## config.mk

```make
export PLATFORM = sky130hd
export DESIGN_NAME = mips_encode
export DESIGN_NICKNAME = d
export VERILOG_FILES = /design/src/rtl/mips_encode_pkg.sv /design/src/rtl/mips_encode_lut.sv /design/src/rtl/mips_encode.sv
export SDC_FILE = /design/constraint.sdc
export NUM_CORES = 1
export LEC_CHECK = 0
export ABC_AREA = 1
export CAP_MARGIN = 0
export CORE_ASPECT_RATIO = 1.75
export CORE_MARGIN = 2
export CORE_UTILIZATION = 57
export DETAILED_ROUTE_END_ITERATION = 7
export DONT_BUFFER_PORTS = 1
export PLACE_DENSITY = 0.72
export SYNTH_ARGS = -nofsm -noshare
export SYNTH_HDL_FRONTEND = slang
export SYNTH_SLANG_ARGS = --single-unit
export TNS_END_PERCENT = 20
```

## constraint.sdc

```tcl
create_clock -name clock -period 3.55 [get_ports clock]
set_input_delay 0.355 -clock clock [delete_from_list [all_inputs] [get_ports clock]]
set_output_delay 0.355 -clock clock [all_outputs]
set_load 0.1 [all_outputs]
```

## src/rtl/mips_encode_pkg.sv

```systemverilog
// Shared constants and types for the MIPS arithmetic instruction encoder.
// Used by mips_encode (top) and mips_encode_lut.
package mips_encode_pkg;

  localparam logic [5:0] OP_RTYPE = 6'h00;
  localparam logic [5:0] OP_ADDI  = 6'h08;
  localparam logic [5:0] OP_ADDIU = 6'h09;
  localparam logic [5:0] OP_ANDI  = 6'h0c;
  localparam logic [5:0] OP_ORI   = 6'h0d;
  localparam logic [5:0] OP_XORI  = 6'h0e;

  localparam logic [5:0] FN_ADD  = 6'h20;
  localparam logic [5:0] FN_ADDU = 6'h21;
  localparam logic [5:0] FN_SUB  = 6'h22;
  localparam logic [5:0] FN_AND  = 6'h24;
  localparam logic [5:0] FN_OR   = 6'h25;
  localparam logic [5:0] FN_NOR  = 6'h27;
  localparam logic [5:0] FN_XOR  = 6'h26;

  localparam logic [2:0] ALU_ADDU = 3'b000;
  localparam logic [2:0] ALU_ADD  = 3'b010;
  localparam logic [2:0] ALU_SUB  = 3'b011;
  localparam logic [2:0] ALU_AND  = 3'b100;
  localparam logic [2:0] ALU_OR   = 3'b101;
  localparam logic [2:0] ALU_NOR  = 3'b110;
  localparam logic [2:0] ALU_XOR  = 3'b111;

  typedef enum logic [1:0] {
    SRC_REG  = 2'd0,
    SRC_SEXT = 2'd1,
    SRC_ZEXT = 2'd2
  } alu_src2_e;

  typedef enum logic [1:0] {
    OCC_EMPTY = 2'd0,
    OCC_ONE   = 2'd1,
    OCC_FULL  = 2'd2
  } occ_e;

  typedef struct packed {
    logic [31:0] instr;
    logic        except;
  } enc_word_t;

endpackage

```

## src/rtl/mips_encode_lut.sv

```systemverilog
// Combinational map from (alu_src2, alu_op) plus register/immediate fields
// to a canonical R- or I-type word; unencodable combinations flag except.
module mips_encode_lut
  import mips_encode_pkg::*;
(
  input  logic [2:0]  alu_op,
  input  logic [1:0]  alu_src2,
  input  logic [4:0]  rs,
  input  logic [4:0]  rt,
  input  logic [4:0]  rd,
  input  logic [15:0] imm,
  output enc_word_t   word
);

  logic [5:0] funct;
  logic [5:0] opcode;
  logic       r_ok;
  logic       i_ok;

  always_comb begin
    funct  = 6'h00;
    opcode = 6'h00;
    r_ok   = 1'b0;
    i_ok   = 1'b0;
    case (alu_src2)
      SRC_REG: begin
        r_ok = 1'b1;
        case (alu_op)
          ALU_ADDU: funct = FN_ADDU;
          ALU_ADD:  funct = FN_ADD;
          ALU_SUB:  funct = FN_SUB;
          ALU_AND:  funct = FN_AND;
          ALU_OR:   funct = FN_OR;
          ALU_NOR:  funct = FN_NOR;
          ALU_XOR:  funct = FN_XOR;
          default:  r_ok  = 1'b0;
        endcase
      end
      SRC_SEXT: begin
        i_ok = 1'b1;
        case (alu_op)
          ALU_ADD:  opcode = OP_ADDI;
          ALU_ADDU: opcode = OP_ADDIU;
          default:  i_ok   = 1'b0;
        endcase
      end
      SRC_ZEXT: begin
        i_ok = 1'b1;
        case (alu_op)
          ALU_AND: opcode = OP_ANDI;
          ALU_OR:  opcode = OP_ORI;
          ALU_XOR: opcode = OP_XORI;
          default: i_ok   = 1'b0;
        endcase
      end
      default: ;
    endcase

    // Illegal combinations emit an all-zero word flagged as an exception.
    word.instr  = 32'h0000_0000;
    word.except = 1'b1;
    if (r_ok) begin
      word.instr  = {OP_RTYPE, rs, rt, rd, 5'd0, funct};
      word.except = 1'b0;
    end else if (i_ok) begin
      word.instr  = {opcode, rs, rt, imm};
      word.except = 1'b0;
    end
  end

endmodule

```

## src/rtl/mips_encode.sv

```systemverilog
// Streaming MIPS arithmetic encoder with a two-slot valid/ready skid stage.
// Define MIPS_ENCODE_STATS_EN to build the saturating delivery counters.
module mips_encode
  import mips_encode_pkg::*;
#(
  parameter int CNT_W = 16
) (
  input  logic             clock,
  input  logic             reset,
  input  logic             in_valid,
  output logic             in_ready,
  input  logic [2:0]       alu_op,
  input  logic [1:0]       alu_src2,
  input  logic [4:0]       rs,
  input  logic [4:0]       rt,
  input  logic [4:0]       rd,
  input  logic [15:0]      imm,
  output logic             out_valid,
  input  logic             out_ready,
  output logic [31:0]      out_instr,
  output logic             out_except,
  output logic [CNT_W-1:0] enc_count,
  output logic [CNT_W-1:0] exc_count
);

  enc_word_t enc_p0;
  enc_word_t out_p1;
  enc_word_t skid_p1;
  occ_e      occ_q;
  occ_e      occ_d;
  logic      accept;
  logic      consume;
  logic      load_out;
  logic      load_skid;
  logic      skid_to_out;

  // Stage p0: combinational encode of the incoming request.
  mips_encode_lut u_lut (
    .alu_op   (alu_op),
    .alu_src2 (alu_src2),
    .rs       (rs),
    .rt       (rt),
    .rd       (rd),
    .imm      (imm),
    .word     (enc_p0)
  );

  assign accept  = in_valid && in_ready;
  assign consume = out_valid && out_ready;

  always_comb begin
    occ_d       = occ_q;
    load_out    = 1'b0;
    load_skid   = 1'b0;
    skid_to_out = 1'b0;
    case (occ_q)
      OCC_EMPTY: begin
        if (accept) begin
          load_out = 1'b1;
          occ_d    = OCC_ONE;
        end
      end
      OCC_ONE: begin
        if (consume) begin
          if (accept) load_out = 1'b1;
          else        occ_d    = OCC_EMPTY;
        end else if (accept) begin
          load_skid = 1'b1;
          occ_d     = OCC_FULL;
        end
      end
      OCC_FULL: begin
        if (consume) begin
          skid_to_out = 1'b1;
          if (accept) load_skid = 1'b1;
          else        occ_d     = OCC_ONE;
        end
      end
      default: occ_d = OCC_EMPTY;
    endcase
  end

  // Stage p1: output slot and occupancy; in_ready mirrors "skid empty next".
  always_ff @(posedge clock or negedge reset) begin
    if (!reset) begin
      occ_q    <= OCC_EMPTY;
      in_ready <= 1'b1;
      out_p1   <= '0;
    end else begin
      occ_q    <= occ_d;
      in_ready <= (occ_d != OCC_FULL);
      if (load_out)         out_p1 <= enc_p0;
      else if (skid_to_out) out_p1 <= skid_p1;
    end
  end

  always_ff @(posedge clock) begin
    if (load_skid) skid_p1 <= enc_p0;
  end

  assign out_valid  = (occ_q != OCC_EMPTY);
  assign out_instr  = out_p1.instr;
  assign out_except = out_p1.except;

`ifdef MIPS_ENCODE_STATS_EN
  always_ff @(posedge clock or negedge reset) begin
    if (!reset) begin
      enc_count <= '0;
      exc_count <= '0;
    end else if (consume) begin
      if (out_p1.except) begin
        if (exc_count != '1) exc_count <= exc_count + 1'b1;
      end else begin
        if (enc_count != '1) enc_count <= enc_count + 1'b1;
      end
    end
  end
`else
  assign enc_count = '0;
  assign exc_count = '0;
`endif

endmodule
```

==> metrics <==
status completed; hpwl dp 4.80 mm; vias in the first global route 2,409; arrival time of the worst setup path 2.67 ns; worst r2r dst skid_p1[10]; Clk pwr share 17.9%; setup TNS 0 ns; Power Density 1010 nW/µm²; maximum vdd drop roughly 560 µV; Fmax between 300 and 400 MHz; switching pwr 2.10 mW; Final Cycle Share 74.7%; worst rel slew slack 37.1%; Slew @ Worst Pin approximately 0.94 ns; hold buffers post-CTS 2; routed vias 2,466; I/O pin total 107; Final Setup Violations 0; met2 usage between 30% and 40%; RSZ-0062 raised after global routing false; final hold violations 0; largest net degree at the start of global routing 36; Seq/Total Area, Yosys 50.8%; Core Region between 5000 and 6000 µm²; critical path's most frequent cell nand2_1; Starting Density between 50% and 60%; detailed router's first-iteration violation count between 150 and 200; dominant cells by area after synthesis edfxtp_1 (27%), dfrtp_1 (24%), nand2_1 (11%), nand3_1 (9.3%), buf_4 (7.9%); Reg clk slew, reported paths ~0.07 ns; Yosys top cell by area edfxtp_1; later-pin clock latency in the skew report between 0.3 and 0.4 ns; synthesized cell area around 3500 µm²; synth-to-layout area growth 3.21%; Routed wire per std cell 14.4 µm; Critical Path Source Type flop; initial antenna violation count 0; clock skew 0.00526 ns; first-pass GRT wire length 11.4 mm; slowest cell on the critical path clkinv_1; Synth Flop Type dfrtp_1; drt pass-1 iters 6; DRT antenna net count 0; worst hold slack 0.145 ns; worst hold path startpoint imm[7]; EDFF count, synth 31; switching share of power 57.1%; die area between 6000 and 7000 µm²; number of H-tree levels 3; # Post-CTS Setup Buffers 0; clock buffer depth 2; Mean Syn Cell Area between 8 and 9 µm²; Leak 1.74 nW; M1 GR Usage 23.5%; Final Wtd Congestion approximately 0.81; kind of critical path flop to flop; CTS tree yes; clock sinks 65; root buffer cell clkbuf_8; Crit Path Max Fanout 27; Hold Crit Class input port to flop; share of layout cells above drive strength 1 11.9%; Reg2Reg Setup Slack 0.90 ns; Die Span X about 63 µm; Die Ht between 100 and 150 µm; Async SR Flop Fraction 52.3%; cells after synthesis 392; sequential share of power 60.1%; DRT Wirelength roughly 6.8 mm; min cycle time layout 2.65 ns; diode count 0; gr busiest metal met2; row count 37; Slew Limit Fails 0; Max-Cap Viols 0; Min-Delay Path Depth 2; number of synthesized register bits 65; number of buffers added on ports 0; post-synth top area share 26.5%; worst endpoint required time 3.57 ns; Yosys cell types 28; Synth Warn # 0; TritonCTS Buffers 9; hold endpoint out_instr[7]; Internal 1.58 mW; met3 usage 7.53%; NumNets Final 438; grt total ovfl 0; Worst setup EP type flop; critical path's largest stage delay 0.40 ns; post-DR vias/cell 5.20; post-CTS sizing 0; worst-path cell chain inv_1 -> ha_1 -> nor2_1 -> nand2_1 -> clkinv_1 -> nand2_1 -> a21boi_4 -> buf_4; reg2reg start occ_q[0]; total track usage 22.1%; worst reg-to-reg path cell count 8; Comb pwr share approximately 22%; DRC viols 0
[through the flow]
step	util [%]	cells	worst slack, ns	total power, mW	instance area (µm²)
floorplan	-	425	0.350	2.92	3640
global placement	57.2	456	1.02	3.01	3390
detailed placement	57.2	456	0.865	3.03	3390
CTS	61.2	474	0.876	3.70	3620
global route	61.2	474	0.630	3.84	3620
finish	61.2	474	0.899	3.68	3620
[synthesized netlist by cell type (all sizes together), types with 3 or more instances]
cell type	number
o21ai	5
buf	47
nand2	107
ha	7
nor2	32
nand3b	3
inv	34
dfrtp	33
nand4	4
nand3	78
edfxtp	31
a21oi	3
[routing by layer]
layer / share of wire [%] / wire [µm] / vias up
met5: 0 / 0 / -
met4: 3.0 / 203 / 0
met3: 7.7 / 524 / 14
met2: 53 / 3620 / 94
met1: 36 / 2480 / 1156
li1: - / - / 1202
[logic make-up (layout without fill, tap and decap cells)]
group	after synthesis	after routing	share of synthesized area, %
simple gates	225	225	30.9
buf+inv	85	56	14.4
flops	65	65	50.8
compound gates	9	9	1.35
fa+ha+maj	7	7	2.49
other cells	1	34	0.107
[layout by cell type, fill, tap and decap left out]
cell type / netlist / final
nor2_8: 1 / 1
nand3_1: 65 / 65
dfrtp_1: 33 / 33
nand4_1: 4 / 4
buf_4: 37 / 2
clkbuf_8: 0 / 9
ha_1: 7 / 7
clkinv_1: 2 / 2
a21boi_4: 0 / 1
clkinv_2: 0 / 1
nor2_4: 1 / 1
nand3_2: 13 / 13
bufinv_16: 0 / 2
nor3_1: 1 / 1
dfstp_2: 1 / 1
edfxtp_1: 31 / 31
nand2_2: 3 / 3
conb_1: 1 / 34
nand2_4: 3 / 3
buf_12: 1 / 1
nand3b_1: 3 / 3
inv_2: 8 / 8
nand2_1: 101 / 101
clkbuf_1: 2 / 4
dlygate4sd3_1: 0 / 1
nor2_1: 30 / 30
inv_1: 25 / 25
o21ai_0: 5 / 5
a21oi_1: 3 / 3
inv_4: 1 / 1
[critical path: cells and delay by family, from the launching register on]
kind            cells  cell delay [ns]
compound gates      1             0.32
simple gates        3             0.49
flops               1             0.38
fa+ha+maj           1             0.26
buf+inv             3             0.88
[flip-flops by register name, summed over array words and instances (netlist names)]
signal / cells
occ_q: 2
out_except: 1
in_ready: 1
out_instr: 30
skid_p1: 31
[cell type report]
class                   count  area, µm²
clock inverters             3       65.1
flip-flops and latches     65       1780
repair buffers              4       45.0
clock buffers              13        139
inverters                  36        138
well taps                  78       97.6
multi-input cells         275       1360
fillers                   532       2300
[power by group through the flow]
stage          clock network [mW]  logic [mW]  registers [mW]
2_1_floorplan                   0       0.734            2.19
3_3_place_gp                    0       0.786            2.22
3_5_place_dp                    0       0.801            2.23
4_1_cts                     0.673       0.819            2.21
5_1_grt                     0.706       0.907            2.23
6_report                    0.659       0.809            2.21
[worst max path at each step]
stage | startpoint | to | slack, ns | cells past startpoint
5_1_grt | occ_q[0] | skid_p1[30] | 0.63 | 8
3_5_place_dp | occ_q[0] | skid_p1[9] | 0.86 | 8
4_1_cts | occ_q[0] | skid_p1[10] | 0.88 | 8
6_report | occ_q[0] | skid_p1[10] | 0.90 | 8
3_3_place_gp | occ_q[0] | skid_p1[4] | 1.02 | 8
2_1_floorplan | in_ready | skid_p1[0] | 0.35 | 4
Power figures use the tool's default switching activity.
